==> src/rtl/iir_pkg.sv <==
// Shared constants and sample types for the IIR output requantizer.
package iir_pkg;

  localparam int IIR_IN_W   = 64;
  localparam int IIR_OUT_W  = 8;
  localparam int IIR_DROP_W = 16;

  // Saturation limits of the 8-bit signed output sample.
  localparam logic signed [IIR_OUT_W-1:0] IIR_SAT_MAX = 8'sh7F;
  localparam logic signed [IIR_OUT_W-1:0] IIR_SAT_MIN = 8'sh80;

  typedef logic signed [IIR_IN_W-1:0]  iir_in_t;
  typedef logic signed [IIR_OUT_W-1:0] iir_out_t;

endpackage

==> src/rtl/iir_output_requantizer_if.sv <==
// Sample stream bundle: filter input side and valid/ready output side.
interface iir_output_requantizer_if
  import iir_pkg::*;
#(
  parameter int IN_W  = IIR_IN_W,
  parameter int OUT_W = IIR_OUT_W
) ();

  logic [IN_W-1:0]  in_data;
  logic             in_valid;
  logic             in_ready;
  logic [OUT_W-1:0] out_data;
  logic             out_valid;
  logic             out_ready;

  modport master (
    output in_data, in_valid, out_ready,
    input  in_ready, out_data, out_valid
  );

  modport slave (
    input  in_data, in_valid, out_ready,
    output in_ready, out_data, out_valid
  );

endinterface

==> src/rtl/iir_req_fifo.sv <==
// Synchronous FIFO of ENTRIES samples whose head sits in a registered output slot.
module iir_req_fifo
  import iir_pkg::*;
#(
  parameter int WIDTH   = IIR_OUT_W,
  parameter int ENTRIES = 7,
  parameter int CW      = $clog2(ENTRIES + 1)
) (
  input  logic             clk,
  input  logic             rst,
  input  logic             wr_en_i,
  input  logic [WIDTH-1:0] wr_data_i,
  input  logic             rd_en_i,
  output logic [WIDTH-1:0] rd_data_o,
  output logic             rd_valid_o,
  output logic             full_o,
  output logic             empty_o,
  output logic [CW-1:0]    count_o
);

  localparam int PW = (ENTRIES > 1) ? $clog2(ENTRIES) : 1;
  localparam logic [PW-1:0] LAST_PTR = PW'(ENTRIES - 1);
  localparam logic [CW-1:0] FULL_CNT = CW'(ENTRIES);

  logic [WIDTH-1:0] mem_q [ENTRIES];
  logic [PW-1:0]    wr_ptr_q, wr_ptr_d, rd_ptr_q, rd_ptr_d;
  logic [CW-1:0]    mem_cnt_q, mem_cnt_d, count_q, count_d;
  logic             out_valid_q, out_valid_d;
  logic [WIDTH-1:0] out_data_q, out_data_d;
  logic             push_s, pop_s, load_s;

  // The head slot reloads from memory whenever it is empty or being popped.
  always_comb begin
    push_s    = wr_en_i && (count_q != FULL_CNT);
    pop_s     = rd_en_i && out_valid_q;
    load_s    = (mem_cnt_q != {CW{1'b0}}) && (!out_valid_q || pop_s);
    wr_ptr_d  = push_s ? ((wr_ptr_q == LAST_PTR) ? {PW{1'b0}} : wr_ptr_q + 1'b1) : wr_ptr_q;
    rd_ptr_d  = load_s ? ((rd_ptr_q == LAST_PTR) ? {PW{1'b0}} : rd_ptr_q + 1'b1) : rd_ptr_q;
    mem_cnt_d = mem_cnt_q + CW'(push_s) - CW'(load_s);
    count_d   = count_q + CW'(push_s) - CW'(pop_s);
    if (load_s) begin
      out_valid_d = 1'b1;
      out_data_d  = mem_q[rd_ptr_q];
    end else if (pop_s) begin
      out_valid_d = 1'b0;
      out_data_d  = {WIDTH{1'b0}};
    end else begin
      out_valid_d = out_valid_q;
      out_data_d  = out_data_q;
    end
  end

  // Storage array; contents are don't-care while not counted.
  always_ff @(posedge clk) begin
    if (push_s) begin
      mem_q[wr_ptr_q] <= wr_data_i;
    end
  end

  // Pointer, count and head-slot registers.
  always_ff @(posedge clk) begin
    if (!rst) begin
      wr_ptr_q    <= {PW{1'b0}};
      rd_ptr_q    <= {PW{1'b0}};
      mem_cnt_q   <= {CW{1'b0}};
      count_q     <= {CW{1'b0}};
      out_valid_q <= 1'b0;
      out_data_q  <= {WIDTH{1'b0}};
    end else begin
      wr_ptr_q    <= wr_ptr_d;
      rd_ptr_q    <= rd_ptr_d;
      mem_cnt_q   <= mem_cnt_d;
      count_q     <= count_d;
      out_valid_q <= out_valid_d;
      out_data_q  <= out_data_d;
    end
  end

  assign rd_data_o  = out_data_q;
  assign rd_valid_o = out_valid_q;
  assign full_o     = (count_q == FULL_CNT);
  assign empty_o    = (count_q == {CW{1'b0}});
  assign count_o    = count_q;

endmodule

==> src/rtl/iir_output_requantizer.sv <==
// Requantizes full-precision IIR samples to 8 bits and buffers them for a valid/ready sink.
// Optional build macro IIR_REQ_ROUND_EN selects round-half-up instead of floor.
module iir_output_requantizer
  import iir_pkg::*;
#(
  parameter int IN_W  = IIR_IN_W,
  parameter int OUT_W = IIR_OUT_W,
  parameter int SHIFT = 8,
  parameter int DEPTH = 8
) (
  input  logic                  clk,
  input  logic                  rst,
  iir_output_requantizer_if.slave bus,
  input  logic                  sat_clr,
  output logic                  sat_flag,
  output logic [IIR_DROP_W-1:0] drop_cnt
);

  localparam int XW     = IN_W + 1;
  localparam int FIFO_N = DEPTH - 1;
  localparam int CW     = $clog2(FIFO_N + 1);
  localparam int OW     = $clog2(DEPTH) + 1;
  localparam logic [OW-1:0] DEPTH_V = OW'(DEPTH);
  localparam logic [IIR_DROP_W-1:0] DROP_MAX = {IIR_DROP_W{1'b1}};
  localparam logic signed [XW-1:0] LIM_HI = {{(XW-OUT_W+1){1'b0}}, {(OUT_W-1){1'b1}}};
  localparam logic signed [XW-1:0] LIM_LO = {{(XW-OUT_W+1){1'b1}}, {(OUT_W-1){1'b0}}};
`ifdef IIR_REQ_ROUND_EN
  localparam logic signed [XW-1:0] HALF_LSB = XW'(1) << (SHIFT - 1);
`endif

  // Returns {saturated, sample}; the extra intermediate bit keeps the rounding add from wrapping.
  function automatic logic [OUT_W:0] requant(input logic [IN_W-1:0] x);
    logic signed [XW-1:0] ext_v;
    logic signed [XW-1:0] rnd_v;
    logic signed [XW-1:0] t_v;
    ext_v = {x[IN_W-1], x};
`ifdef IIR_REQ_ROUND_EN
    rnd_v = ext_v + HALF_LSB;
`else
    rnd_v = ext_v;
`endif
    t_v = rnd_v >>> SHIFT;
    if (t_v > LIM_HI) begin
      requant = {1'b1, 1'b0, {(OUT_W-1){1'b1}}};
    end else if (t_v < LIM_LO) begin
      requant = {1'b1, 1'b1, {(OUT_W-1){1'b0}}};
    end else begin
      requant = {1'b0, t_v[OUT_W-1:0]};
    end
  endfunction

  logic             stage_valid_q, stage_valid_d;
  logic [OUT_W-1:0] stage_data_q, stage_data_d;
  logic             sat_flag_q, sat_flag_d;
  logic [IIR_DROP_W-1:0] drop_cnt_q, drop_cnt_d;
  logic [OUT_W:0]   rq_s;
  logic             accept_s, stage_move_s, in_ready_s;
  logic             fifo_full_s, fifo_empty_s;
  logic [CW-1:0]    fifo_count_s;
  logic [OW-1:0]    occ_s;

  // Ready depends only on registered occupancy, so a same-cycle pop never frees a slot early.
  always_comb begin
    occ_s        = OW'(fifo_count_s) + OW'(stage_valid_q);
    in_ready_s   = fifo_empty_s || (occ_s < DEPTH_V);
    accept_s     = bus.in_valid && in_ready_s;
    stage_move_s = stage_valid_q && !fifo_full_s;
    rq_s         = requant(bus.in_data);
    if (accept_s) begin
      stage_valid_d = 1'b1;
      stage_data_d  = rq_s[OUT_W-1:0];
    end else if (stage_move_s) begin
      stage_valid_d = 1'b0;
      stage_data_d  = stage_data_q;
    end else begin
      stage_valid_d = stage_valid_q;
      stage_data_d  = stage_data_q;
    end
    if (accept_s && rq_s[OUT_W]) begin
      sat_flag_d = 1'b1;
    end else if (sat_clr) begin
      sat_flag_d = 1'b0;
    end else begin
      sat_flag_d = sat_flag_q;
    end
    if (bus.in_valid && !in_ready_s && (drop_cnt_q != DROP_MAX)) begin
      drop_cnt_d = drop_cnt_q + 1'b1;
    end else begin
      drop_cnt_d = drop_cnt_q;
    end
  end

  // Requantize stage and status registers.
  always_ff @(posedge clk) begin
    if (!rst) begin
      stage_valid_q <= 1'b0;
      stage_data_q  <= {OUT_W{1'b0}};
      sat_flag_q    <= 1'b0;
      drop_cnt_q    <= {IIR_DROP_W{1'b0}};
    end else begin
      stage_valid_q <= stage_valid_d;
      stage_data_q  <= stage_data_d;
      sat_flag_q    <= sat_flag_d;
      drop_cnt_q    <= drop_cnt_d;
    end
  end

  iir_req_fifo #(
    .WIDTH   (OUT_W),
    .ENTRIES (FIFO_N),
    .CW      (CW)
  ) u_fifo (
    .clk        (clk),
    .rst        (rst),
    .wr_en_i    (stage_move_s),
    .wr_data_i  (stage_data_q),
    .rd_en_i    (bus.out_ready),
    .rd_data_o  (bus.out_data),
    .rd_valid_o (bus.out_valid),
    .full_o     (fifo_full_s),
    .empty_o    (fifo_empty_s),
    .count_o    (fifo_count_s)
  );

  assign bus.in_ready = in_ready_s;
  assign sat_flag     = sat_flag_q;
  assign drop_cnt     = drop_cnt_q;

endmodule

==> src/flat_wrapper.sv <==
// flat-port wrapper written by rule: the top's interface ports become plain ports
module iir_output_requantizer_flat import iir_pkg::*;
#(
  parameter int IN_W  = IIR_IN_W,
  parameter int OUT_W = IIR_OUT_W,
  parameter int SHIFT = 8,
  parameter int DEPTH = 8
)
  (clk, rst, sat_clr, sat_flag, drop_cnt, bus_in_data, bus_in_valid, bus_out_ready, bus_in_ready, bus_out_data, bus_out_valid);
  iir_output_requantizer_if #(.IN_W(IN_W), .OUT_W(OUT_W)) bus_i ();
  input  logic clk;
  input  logic rst;
  input  logic sat_clr;
  output logic sat_flag;
  output logic [IIR_DROP_W-1:0] drop_cnt;
  input wire logic [$bits(bus_i.in_data)-1:0] bus_in_data;
  input wire logic [$bits(bus_i.in_valid)-1:0] bus_in_valid;
  input wire logic [$bits(bus_i.out_ready)-1:0] bus_out_ready;
  output wire logic [$bits(bus_i.in_ready)-1:0] bus_in_ready;
  output wire logic [$bits(bus_i.out_data)-1:0] bus_out_data;
  output wire logic [$bits(bus_i.out_valid)-1:0] bus_out_valid;
  assign bus_i.in_data = bus_in_data;
  assign bus_i.in_valid = bus_in_valid;
  assign bus_i.out_ready = bus_out_ready;
  assign bus_in_ready = bus_i.in_ready;
  assign bus_out_data = bus_i.out_data;
  assign bus_out_valid = bus_i.out_valid;
  iir_output_requantizer #(.IN_W(IN_W), .OUT_W(OUT_W), .SHIFT(SHIFT), .DEPTH(DEPTH)) u_core (.clk(clk), .rst(rst), .bus(bus_i), .sat_clr(sat_clr), .sat_flag(sat_flag), .drop_cnt(drop_cnt));
endmodule
==> config.mk <==
export PLATFORM = sky130hd
export DESIGN_NAME = iir_output_requantizer_flat
export DESIGN_NICKNAME = d
export VERILOG_FILES = /design/src/rtl/iir_pkg.sv /design/src/rtl/iir_output_requantizer_if.sv /design/src/rtl/iir_req_fifo.sv /design/src/rtl/iir_output_requantizer.sv /design/src/flat_wrapper.sv
export SDC_FILE = /design/constraint.sdc
export NUM_CORES = 1
export LEC_CHECK = 0
export CAP_MARGIN = 15
export CORE_UTILIZATION = 47
export DETAILED_ROUTE_END_ITERATION = 7
export GPL_ROUTABILITY_DRIVEN = 0
export PLACE_DENSITY = 0.77
export SLEW_MARGIN = 20
export SYNTH_ARGS = -nofsm -noshare
export SYNTH_HDL_FRONTEND = slang
export SYNTH_HIERARCHICAL = 1
export SYNTH_SLANG_ARGS = --single-unit
==> constraint.sdc <==
create_clock -name clk -period 3.6 [get_ports clk]
set_clock_uncertainty 0.05 [all_clocks]
set_input_delay 0.72 -clock clk [delete_from_list [all_inputs] [get_ports clk]]
set_output_delay 0.72 -clock clk [all_outputs]
set_load 0.1 [all_outputs]
Yosys cells after proc, flatten, opt, wreduce, memory -nomap -nowiden
Memory sizes are Yosys's and may differ from the RTL's. A register that Yosys moved wholly into a read port is not among the register bits.
Index checks and enable logic that the tools add are counted.
{"block": "word_totals", "inputBits": 69, "regBits": 47, "mem_count": 1, "mem_bits_rw": 56, "word_cells": 61}
{"block": "classes", "muxes": 16, "eq_ne": 5, "magnitude_cmp": 3, "n_addsub": 8, "reduce_logical": 18}
{"memory": "u_core.u_fifo.mem_q", "depth": 7, "word_bits": 8, "rd": 1, "rd_clocked_by_memory_dff": 1, "wr": 1, "line": "iir_req_fifo.sv:25", "source": "logic [WIDTH-1:0] mem_q [ENTRIES];"}
{"cell": "56-bit by 8-bit > comparator with 1-bit output, second input constant", "n": 1}
{"cell": "56-bit by 8-bit less-than comparator with 1-bit output, second input constant", "n": 1}
{"cell": "9-bit 2-to-1 mux", "n": 2}
{"cell": "16-bit by 1-bit adder with 16-bit output, second input constant", "n": 1}
{"cell": "8-bit 2-to-1 mux", "n": 2}
{"cell": "16-bit != test, second input constant", "n": 1}
{"cell": "3-bit 2-to-1 mux", "n": 4}
{"cell": "3-bit equality test, second input constant", "n": 3}
{"cell": "1-bit logical AND", "n": 8}
{"cell": "1-bit 2-to-1 mux", "n": 8}
{"cell": "3-bit by 1-bit adder with 3-bit output", "n": 2}
{"cell": "3-bit by 1-bit adder with 3-bit output, second input constant", "n": 2}
{"cell": "2-bit nonzero test", "n": 3}
{"cell": "3-bit by 1-bit subtractor with 3-bit output", "n": 2}
{"cell": "3-bit by 1-bit adder with 4-bit output", "n": 1}
{"cell": "4-bit less-than comparator, second input constant", "n": 1}
{"cell": "1-bit zero test", "n": 3}
{"cell": "3-bit zero test", "n": 1}
{"cell": "3-bit != test, second input constant", "n": 1}
{"cell": "3-bit nonzero test", "n": 1}
{"cell": "1-bit logical OR", "n": 2}

Longest topological paths before layout
Gate-level depths: netlist of run 1.
{"block": "depth", "ltp_word": 6, "depth_mapped": 11, "depth_no_buf": 11}

Modules after synthesis
Netlist of run 1, hierarchy kept.
{"mod": "iir_req_fifo", "n_inst": 1, "area_each_um2": 3201.8, "cells_per_inst": 217, "seq_area_each_um2": 2162.1}
{"mod": "iir_output_requantizer", "n_inst": 1, "area_each_um2": 1463.9, "cells_per_inst": 164, "seq_area_each_um2": 520.5}

Least setup slack after synthesis of run 1
No wires, ideal clock.
{"block": "synth_path", "kind": "register to register", "from": "reg u_core.u_fifo.out_valid_q, in the netlist u_core/u_fifo/rd_valid_o", "to": "reg u_core.u_fifo.mem_cnt_q[2]", "synth_period_minus_slack_ps": 2871, "arrival_time_ps": 2706, "path_stages_with_launch": 11, "setup_slack_ps": 729, "t_required_ps": 3435, "setup_time_ps": 115, "cell_sequence": "dfxtp_1 nand2b_1 nor2b_1 buf_2 ha_1 inv_1 ha_1 fa_1 xor2_1 xnor2_1 and2_1"}
{"block": "synth_via", "elab_chain_len": 4, "word_cells_on_any_way": 5, "classes_between": "add/sub (1); reduce/logical (4)"}
{"element": "start: declaration", "line": "iir_req_fifo.sv:28", "source": "logic out_valid_q, out_valid_d;"}
{"element": "start signal: assignment", "line": "iir_req_fifo.sv:74", "source": "out_valid_q <= out_valid_d;"}
{"element": "1-bit zero test / 1-bit logical AND (equally long branches)", "line": "iir_req_fifo.sv:36, iir_req_fifo.sv:35"}
{"element": "1-bit logical OR (*)", "line": "iir_req_fifo.sv:36", "source": "load_s = (mem_cnt_q != {CW{1'b0}}) && (!out_valid_q || pop_s);"}
{"element": "1-bit logical AND (*)", "line": "iir_req_fifo.sv:36"}
{"element": "named net u_core.u_fifo.load_s", "line": "iir_req_fifo.sv:30", "source": "logic push_s, pop_s, load_s;"}
{"element": "3-bit by 1-bit subtractor with 3-bit output (*)", "line": "iir_req_fifo.sv:39", "source": "mem_cnt_d = mem_cnt_q + CW'(push_s) - CW'(load_s);"}
{"element": "end signal: assignment", "line": "iir_req_fifo.sv:65", "source": "mem_cnt_q <= {CW{1'b0}};"}
{"element": "end signal: assignment", "line": "iir_req_fifo.sv:72", "source": "mem_cnt_q <= mem_cnt_d;"}
{"element": "end: declaration", "line": "iir_req_fifo.sv:27", "source": "logic [CW-1:0] mem_cnt_q, mem_cnt_d, count_q, count_d;"}
The timed path passes the listed nets; every way through them passes the cells marked *.
A chain may end at the register's enable or synchronous reset.

Final worst setup path of run 1
{"block": "layout_path", "from": "reg u_core.drop_cnt_q[6], in the netlist u_core/drop_cnt[6]", "to": "out drop_cnt[6]"}
{"element": "start: declaration", "line": "iir_output_requantizer.sv:55", "source": "logic [IIR_DROP_W-1:0] drop_cnt_q, drop_cnt_d;"}
{"element": "start signal: assignment", "line": "iir_output_requantizer.sv:99", "source": "drop_cnt_q <= {IIR_DROP_W{1'b0}};"}
{"element": "start signal: assignment", "line": "iir_output_requantizer.sv:104", "source": "drop_cnt_q <= drop_cnt_d;"}
{"element": "end: declaration", "line": "flat_wrapper.sv:15", "source": "output logic [IIR_DROP_W-1:0] drop_cnt;"}
No word-level cell between the ends.

==> reports/results.ini, run 1 <==
[logic_synthesis]
synthCells=381
synth_flop_cell=edfxtp_1
syn_area_sq_um=4666
synthArstFlopShare=0
avgSynthCellArea_sq_um=12.25
synth_seq_area_share=0.5750
syn-num-nets=457
synth-edff-count=56
yosys_warnings=6
synth_cell_types=54
ys_seq_elements=106

[outcome]
run_status=finished clean

[power_and_ir_drop]
p_leak_nw=2.141
p_comb_frac=0.307
ir_drop_mv=0.2812
p_sw_frac=0.3618
p_per_area_nw_per_um2=553.9
seq_power_share=0.471
p_sw_mw=1.172
internal_power_mw=2.067
power_frac_clock=0.222

[sta]
setup-violations-final=0
fin_crit_ns=2.793
fin_crit_sh=0.7757
clock.fmax_mhz=358.1
tightest_slew_ns=1.047
setup_tns_ns=0
relSlewSlack=0.3009
timing.hold.ws_ns=0.4210
hold_violations=0
grt_setup_unrepaired=false
slew_viol_final=0

[route]
drt_first_iter_violations=90
postRouteAntennaNets=0
drt-total-wl_microns=9075
via_per_inst=5.486
vias=3319
first_pass_iters=4
avgRoutedWirePerCell_microns=15.00
drc=0

[floorplan]
start_util=0.4955
die_y_microns=101.6
num_rows=35
io_pins=96
dieArea_sq_um=10330
core_area_sq_um=9415
die_w_microns=101.6

[global_route]
grt_use_met2=0.3285
grt_max_degree=28
gr-max-usage-layer=met2
grt_pass1_vias=3285
grt_overflow=0
grt_pass1_wl_microns=14850
met3_usage=0.04831
antenna_found_initial=0
grt_usage=0.1882
grt.met1_usage=0.2197

[place]
hpwl_microns=6771
portBuffers=87

[setup_path]
crit_required_ns=2.83
crit_buf_inv=1
slowest_stage=clkdlybuf4s50_1
cp_slowest_stage_delay_ns=1.18
cp_max_fo=8
reg2reg_depth=11
cp-startpoint=u_core/drop_cnt[6]$_SDFFE_PN0P_
path_cells=clkdlybuf4s50_1
path_class=flop to output pin
start_kind=flop
path_delay_family=buffers and inverters
path_depth=1
cp.arrival_ns=2.02
r2r-start=u_core/u_fifo/count_o[2]$_SDFF_PN0_
cp-end-kind=output pin

[final_layout]
drive_gt1_frac=0.08613
final_util=0.6211
antenna_cells=0
layout_common_cells=clkdlybuf4s50_1 (85), edfxtp_1 (56), dfxtp_1 (50), nand2_1 (21), and2_1 (21)
area_delta_synth_final_pct=25.34
nets=547
fillCellCount=763
mostFrequentLayoutCell=clkdlybuf4s50_1

[run]
drv_cap=0

[clock_network]
numClockSinks=106
cts_hold_buffers=0
postCtsSetupBuffers=0
clock-root-buffer=clkbuf_8
h-tree-depth=3
clock_path_buffers=2
clk_latency_ns=0.36
path_clk_slew_ns=0.11
cts_resized=0
cts_tree=done
numCtsBuffers=9

[hold_path]
min_path_cells=1
hp-class=flop to flop
hold_path_startpoint=u_core/u_fifo/rd_data_o[0]$_SDFFE_PN0P_

## per-layer routing
| metal | part of all wire | wire [microns] |
|---|---|---|
| met4 | 0.0087 | 79 |
| met1 | 0.43 | 3892 |
| met2 | 0.51 | 4583 |
| met5 | 0 | 0 |
| met3 | 0.057 | 519 |
## worst paths after layout
check,end,slack [ns]
setup / recovery,drop_cnt[6],0.81
hold / removal,u_core/u_fifo/rd_data_o[0]$_SDFFE_PN0P_,0.42
setup reg to reg,u_core/u_fifo/count_o[2]$_SDFF_PN0_,1.16
hold reg to reg,u_core/u_fifo/rd_data_o[0]$_SDFFE_PN0P_,0.42
## cells by family (layout without fill, tap and decap cells)
logic type	count (synthesis)	in the layout	share of synthesized area
AOI/OAI and AO/OA	60	60	0.1016
xor gates and xnor gates	15	15	0.02816
adders and majority gates	7	7	0.02199
buffers and inverters	22	117	0.02815
DFF	106	106	0.5750
muxes	20	20	0.04291
and+or+nand+nor	151	151	0.2022
## cell usage after synthesis (all sizes together) (3+ instances only)
master | instances | area share
o2bb2ai | 8 | 0.015
nand2 | 21 | 0.017
nand3 | 12 | 0.013
mux2i | 20 | 0.043
nor3b | 3 | 0.0048
and2b | 4 | 0.0086
o21ai | 3 | 0.0032
dfxtp | 50 | 0.21
xnor2 | 4 | 0.0075
xor2 | 11 | 0.021
a211o | 9 | 0.017
and2 | 22 | 0.030
nor2 | 7 | 0.0062
nor3 | 13 | 0.016
nand2b | 15 | 0.020
buf | 6 | 0.015
a21oi | 3 | 0.0040
inv | 9 | 0.0072
a21boi | 7 | 0.013
a31oi | 8 | 0.011
nor2b | 9 | 0.012
edfxtp | 56 | 0.36
a221o | 7 | 0.015
o22ai | 8 | 0.011
nor4 | 17 | 0.032
and3 | 5 | 0.0067
clkbuf | 7 | 0.0059
ha | 5 | 0.013
nand4 | 16 | 0.024
## area by class of cell
cell class / instances / area [sq um] / share of cell area
clock buffers: 9 / 123.9 / 0.02118
clock inverters: 7 / 86.33 / 0.01476
inverters: 9 / 33.78 / 0.005777
multi-input cells: 253 / 1857 / 0.3175
flip-flops and latches: 106 / 2683 / 0.4587
well taps: 129 / 161.4 / 0.02760
repair buffers: 92 / 903.4 / 0.1545
## registers in the layout (all words and copies together), names as in the netlist, named ones only
| register | cells |
|---|---|
| u_core/sat_flag | 1 |
| u_core/stage_valid_q | 1 |
| u_core/u_fifo/count_o | 3 |
| u_core/u_fifo/rd_valid_o | 1 |
| u_core/u_fifo/rd_ptr_q | 3 |
| u_core/u_fifo/mem_q | 56 |
| u_core/stage_data_q | 8 |
| u_core/u_fifo/mem_cnt_q | 3 |
| u_core/drop_cnt | 16 |
| u_core/u_fifo/rd_data_o | 8 |
| u_core/u_fifo/wr_ptr_q | 3 |
## power by group through the flow
| stage | combinational [mW] | sequential (mW) | clock, mW |
|---|---|---|---|
| floorplan | 0.530 | 1.77 | 0 |
| global placement | 0.968 | 1.55 | 0 |
| detailed placement | 0.997 | 1.55 | 0 |
| CTS | 0.999 | 1.53 | 0.741 |
| global route | 1.07 | 1.55 | 0.784 |
| finish | 0.993 | 1.53 | 0.720 |
## per-stage QoR
stage	power, mW	worst slack [ns]	std cells	instance area, sq um
after global routing	3.402	0.7229	605	5848
after CTS	3.269	0.7911	605	5843
after detailed placement	2.551	0.5092	589	5633
final	3.239	0.8075	605	5848
after global placement	2.515	0.5738	589	5633
after floorplan	2.301	0.7290	381	4666
Note: power is estimated with default switching activity, not from simulation.
==> run 2, diff against run 1 <==
Clock period 3.6 ns to 2.6 ns, I/O delays scaled along.
==> run 2 against run 1 <==
Net effect: first-iteration DRC count is 72% higher; design area hardly changed; sequential power is 37% higher; core utilization hardly changed; sequential cell count stayed put; critical path depth is 10 higher; total power is 38% higher; sequential share of layout area is 0.051 points higher; critical path type is now flop to flop; critical endpoint is now u_core/u_fifo/count_o[2]$_SDFF_PN0_; largest cell class unchanged; largest power group unchanged.
==> reports/results.ini, run 2 (synthesis gave the netlist of run 1 again) <==
[outcome]
run_status=finished clean

[setup_path]
start_kind=flop
crit_buf_inv=2  ; +1
cp.arrival_ns=2.63  ; +0.61 ns
crit_required_ns=2.81  ; -0.02 ns
path_class=flop to flop
cp_slowest_stage_delay_ns=0.37  ; -0.81 ns
path_cells=nand3_1, inv_1, nor2b_2, nand2_2, ha_1, inv_1, ha_1, fa_1, xnor2_1, xnor2_1, and2_1
cp-end-kind=flop
slowest_stage=fa_1
cp_max_fo=6  ; -2
path_delay_family=adder cells

[final_layout]
largest_register_ffs=56  ; unchanged
design_area_sq_um=5844  ; about the same
final_cells=611  ; +0.99%
area_delta_synth_final_pct=25.26  ; about the same
top_register=u_core/u_fifo/mem_q
nets=554  ; +1.3%
drive_gt1_frac=0.1535  ; +0.06739
regArea_sq_um=2684  ; about the same
final_util=0.6207  ; about the same
layout_common_cells=clkdlybuf4s50_1 (60), edfxtp_1 (56), dfxtp_1 (49), buf_4 (37), and2_1 (21)
antenna_cells=0  ; unchanged
fillCellCount=733  ; -3.9%
mostFrequentLayoutCell=clkdlybuf4s50_1
multi_input_area_sq_um=1857  ; unchanged

[route]
drc=0  ; unchanged
via_per_inst=5.399  ; -1.6%
avgRoutedWirePerCell_microns=15.09  ; +0.63%
vias=3299  ; -0.60%
drt_first_iter_violations=155  ; +72%
drt-total-wl_microns=9223  ; +1.6%
first_pass_iters=5  ; +1
postRouteAntennaNets=0  ; unchanged

[floorplan]
num_rows=35  ; unchanged
dieArea_sq_um=10330  ; unchanged
io_pins=96  ; unchanged
die_w_microns=101.6  ; unchanged
core_area_sq_um=9415  ; unchanged
start_util=0.4955  ; unchanged
die_y_microns=101.6  ; unchanged

[sta]
relSlewSlack=0.5162  ; +0.2153
tightest_slew_ns=0.7247  ; -0.3225 ns
clock.fmax_mhz=414.3
setup-violations-final=0  ; unchanged
layout_setup_ws_ns=0.1860  ; -0.6214 ns
hold_violations=0  ; unchanged
fin_crit_sh=0.9284
fin_crit_ns=2.414
slew_viol_final=0  ; unchanged
grt_setup_unrepaired=false

[clock_network]
clock-root-buffer=clkbuf_8
h-tree-depth=3  ; unchanged
numCtsBuffers=9  ; unchanged
path_clk_slew_ns=0.10  ; about the same
numClockSinks=106  ; unchanged
clock_path_buffers=2  ; unchanged
postCtsSetupBuffers=0  ; unchanged
cts_tree=done
clk_latency_ns=0.36  ; about the same

[place]
dp.cells=596  ; +1.2%
portBuffers=87  ; unchanged
dp_slack_ns=-0.1330  ; -0.6422 ns
placed_area_sq_um=5649  ; +0.29%
hpwl_microns=6867  ; +1.4%

[run]
drv_cap=0  ; unchanged

[global_route]
grt_pass1_wl_microns=14790  ; -0.37%
antenna_found_initial=0  ; unchanged
grt_max_degree=20  ; -29%
grt_overflow=0  ; unchanged
grt_pass1_vias=3168  ; -3.6%
grt_usage=0.1896  ; +0.001453

[hold_path]
hp-class=flop to flop

[power_and_ir_drop]
p_per_area_nw_per_um2=766.1  ; +38%
p_leak_nw=2.222  ; +3.8%
ir_drop_mv=0.3972  ; +41%
finalPower_mw=4.477  ; +38%

-- run 2: metrics by stage --
stage                     setup TNS (ns)  hold WS [ns]
after floorplan                        0        0.4474
after global placement          -0.05928        0.3966
after detailed placement         -0.1330        0.3986
after CTS                              0        0.4241
after global routing                   0        0.4399
final                                  0        0.4178
-- run 2: path summary, 6_finish.rpt --
kind | start | endpoint | slack, ns | cells after the start
setup / recovery | u_core/u_fifo/count_o[2]$_SDFF_PN0_ | u_core/u_fifo/count_o[2]$_SDFF_PN0_ | 0.19 | 11
hold / removal | u_core/u_fifo/rd_data_o[0]$_SDFFE_PN0P_ | u_core/u_fifo/rd_data_o[0]$_SDFFE_PN0P_ | 0.42 | 1
setup reg to reg | u_core/u_fifo/count_o[2]$_SDFF_PN0_ | u_core/u_fifo/count_o[2]$_SDFF_PN0_ | 0.19 | 11
hold reg to reg | u_core/u_fifo/rd_data_o[0]$_SDFFE_PN0P_ | u_core/u_fifo/rd_data_o[0]$_SDFFE_PN0P_ | 0.42 | 1
-- run 2: area by class of cell --
type / instances / area share
flip-flops and latches: 106 / 0.4592
clock inverters: 6 / 0.01135
multi-input cells: 253 / 0.3177
clock buffers: 9 / 0.02119
inverters: 9 / 0.005780
repair buffers: 99 / 0.1571
well taps: 129 / 0.02762
-- run 2: power breakdown --
part | internal [mW] | switching [mW]
clock network | 0.443 | 0.530
registers | 1.91 | 0.179
logic | 0.571 | 0.841
total | 2.93 | 1.55
-- run 2: routing by layer --
metal / vias up / GRT usage / share of wire
met3: 12 / 0.04486 / 0.062
met2: 127 / 0.3067 / 0.48
met1: 1523 / 0.2403 / 0.44
li1: 1637 / - / -
met5: - / 0 / 0
met4: 0 / 0.09030 / 0.017
-- run 2: what timing repair did --
action                                  CTS  global route
hold buffers                              0             0
resized for setup                         0             2
endpoints found under the setup margin    0             2
==> run 3, diff against run 2 <==
Settings changed: CELL_PAD_IN_SITES_DETAIL_PLACEMENT set to 0, CELL_PAD_IN_SITES_GLOBAL_PLACEMENT set to 1, CORE_UTILIZATION 47 to 44, PLACE_DENSITY 0.77 to 0.88.
Clock period 2.6 ns to 3 ns, I/O delays scaled along.
==> run 3 against run 2 <==
Net effect: sequential cell count stayed put; first-iteration DRC count is 21% lower; fmax is 2.2% lower; total power is 13% lower; die area is 6.7% higher; via count is 0.42% lower; routed wire length is 2.5% lower; critical path depth stayed put; hold slack better by 0.0083 ns; global-route usage is 2.0 points lower; critical endpoint is now u_core/u_fifo/mem_cnt_q[2]$_SDFF_PN0_; largest power group unchanged.
==> reports/results.ini, run 3 (synthesis gave the netlist of run 1 again) <==
[outcome]
run_status=finished clean

[setup_path]
path_class=flop to flop
cp.arrival_ns=2.69  ; +0.06 ns
cp-startpoint=u_core/u_fifo/count_o[0]$_SDFF_PN0_
cp-end-kind=flop
slowest_stage=fa_1
cp_max_fo=6  ; unchanged
path_delay_family=adder cells
crit_buf_inv=2  ; unchanged
cp_slowest_stage_delay_ns=0.39  ; +0.02 ns
start_kind=flop
crit_required_ns=3.22  ; +0.41 ns
path_cells=nand3_1, inv_1, nor2b_1, nand2_1, ha_1, inv_1, ha_1, fa_1, xor2_1, xnor2_1, and2_1
r2r-start=u_core/u_fifo/count_o[0]$_SDFF_PN0_

[sta]
hold_violations=0  ; unchanged
setup_tns_ns=0  ; unchanged
grt_setup_unrepaired=false
setup-violations-final=0  ; unchanged
tightest_slew_ns=0.7509  ; +0.02621 ns
layout_setup_ws_ns=0.5313  ; +0.3453 ns
clock.fmax_mhz=405.1  ; -2.2%
slew_viol_final=0  ; unchanged
relSlewSlack=0.4975  ; -0.01866
fin_crit_ns=2.469  ; +0.05474 ns
fin_crit_sh=0.8229  ; -0.1055

[global_route]
antenna_found_initial=0  ; unchanged
grt_overflow=0  ; unchanged
gr-max-usage-layer=met2
grt_usage=0.1694  ; -0.02024
grt_use_met2=0.2852  ; -0.02141
grt_pass1_wl_microns=14620  ; -1.2%
grt.met1_usage=0.2057  ; -0.03460
grt_max_degree=23  ; +15%
met3_usage=0.05053  ; +0.005672
grt_pass1_vias=3142  ; -0.82%

[route]
drc=0  ; unchanged
via_per_inst=5.350  ; -0.91%
postRouteAntennaNets=0  ; unchanged
drt-total-wl_microns=8995  ; -2.5%
avgRoutedWirePerCell_microns=14.65  ; -2.9%
drt_first_iter_violations=123  ; -21%
first_pass_iters=4  ; -1
vias=3285  ; -0.42%

[final_layout]
antenna_cells=0  ; unchanged
nets=549  ; -0.90%
design_area_sq_um=5809  ; -0.60%
layout_common_cells=clkdlybuf4s50_1 (60), edfxtp_1 (56), dfxtp_1 (50), buf_4 (34)
area_delta_synth_final_pct=24.51
largest_register_ffs=56  ; unchanged
drive_gt1_frac=0.1402  ; -0.01336
top_register=u_core/u_fifo/mem_q
mostFrequentLayoutCell=clkdlybuf4s50_1
final_util=0.5627  ; -0.05801

[clock_network]
cts_hold_buffers=0  ; unchanged
numCtsBuffers=9  ; unchanged
numClockSinks=106  ; unchanged
clk_latency_ns=0.38  ; +0.02 ns
postCtsSetupBuffers=0  ; unchanged
clock-root-buffer=clkbuf_8
clock_path_buffers=2  ; unchanged
cts_resized=0  ; unchanged
path_clk_slew_ns=0.12  ; +0.02 ns
h-tree-depth=3  ; unchanged
cts_tree=done

[floorplan]
num_rows=37  ; +5.7%
die_y_microns=105.0  ; +3.3%
start_util=0.4519  ; -0.04360
die_w_microns=105.0  ; +3.3%
dieArea_sq_um=11020  ; +6.7%
core_area_sq_um=10320  ; +9.6%
io_pins=96  ; unchanged

[power_and_ir_drop]
seq_power_share=0.463  ; -0.004
power_frac_clock=0.231  ; +0.014
p_sw_mw=1.424  ; -8.2%
p_comb_frac=0.307  ; -0.008
p_per_area_nw_per_um2=670.2  ; -13%
finalPower_mw=3.893  ; -13%
internal_power_mw=2.469  ; -16%
p_sw_frac=0.3658  ; +0.01950
p_leak_nw=2.198  ; -1.1%
ir_drop_mv=0.3546  ; -11%

[run]
drv_cap=0  ; unchanged

[place]
dp_slack_ns=0.1580  ; +0.2910 ns
portBuffers=87  ; unchanged
hpwl_microns=6670  ; -2.9%
placed_area_sq_um=5594  ; -0.97%

[hold_path]
hp-class=flop to flop
hold_path_startpoint=u_core/u_fifo/rd_data_o[1]$_SDFFE_PN0P_

-- run 3: cell types whose count changed in the layout (fill, tap and decap cells not counted), sizes merged --
| cell | previous run | this run |
|---|---|---|
| clkinvlp | 1 | 0 |
| buf | 39 | 34 |
| clkinv | 3 | 4 |
| bufinv | 1 | 0 |
| inv | 10 | 12 |
-- run 3: cell type report --
type / count / area (sq um)
clock buffer: 9 / 123.9
sequential: 106 / 2683
fill: 885 / 4514
timing repair buffer: 94 / 855.8
tap: 136 / 170.2
clock inverter: 7 / 91.34
multi-input combinational: 253 / 1852
inverter: 9 / 33.78
-- run 3: routing by layer --
layer / share of wire / up-vias
met4: 0.011 / 0
met3: 0.068 / 11
met2: 0.48 / 99
met1: 0.44 / 1547
met5: 0 / -
li1: - / 1628
-- run 3: metrics by stage --
stage,std cells,hold slack [ns]
CTS,614,0.4312
floorplan,381,0.4474
global placement,598,0.3971
detailed placement,598,0.4004
global route,614,0.4461
finish,614,0.4261
-- run 3: path summary, 6_finish.rpt --
check / slack [ns] / endpoint / cells past startpoint
worst min register to register: 0.43 / u_core/u_fifo/rd_data_o[1]$_SDFFE_PN0P_ / 1
worst max-delay path: 0.53 / u_core/u_fifo/mem_cnt_q[2]$_SDFF_PN0_ / 11
worst min-delay path: 0.43 / u_core/u_fifo/rd_data_o[1]$_SDFFE_PN0P_ / 1
worst max register to register: 0.53 / u_core/u_fifo/mem_cnt_q[2]$_SDFF_PN0_ / 11
-- run 3: power groups by stage --
| stage | Sequential [mW] | Clock [mW] | Combinational (mW) |
|---|---|---|---|
| after CTS | 1.81 | 0.913 | 1.20 |
| after detailed placement | 1.84 | 0 | 1.20 |
| after floorplan | 2.13 | 0 | 0.635 |
| after global routing | 1.83 | 0.984 | 1.29 |
| final | 1.80 | 0.898 | 1.19 |
| after global placement | 1.83 | 0 | 1.17 |
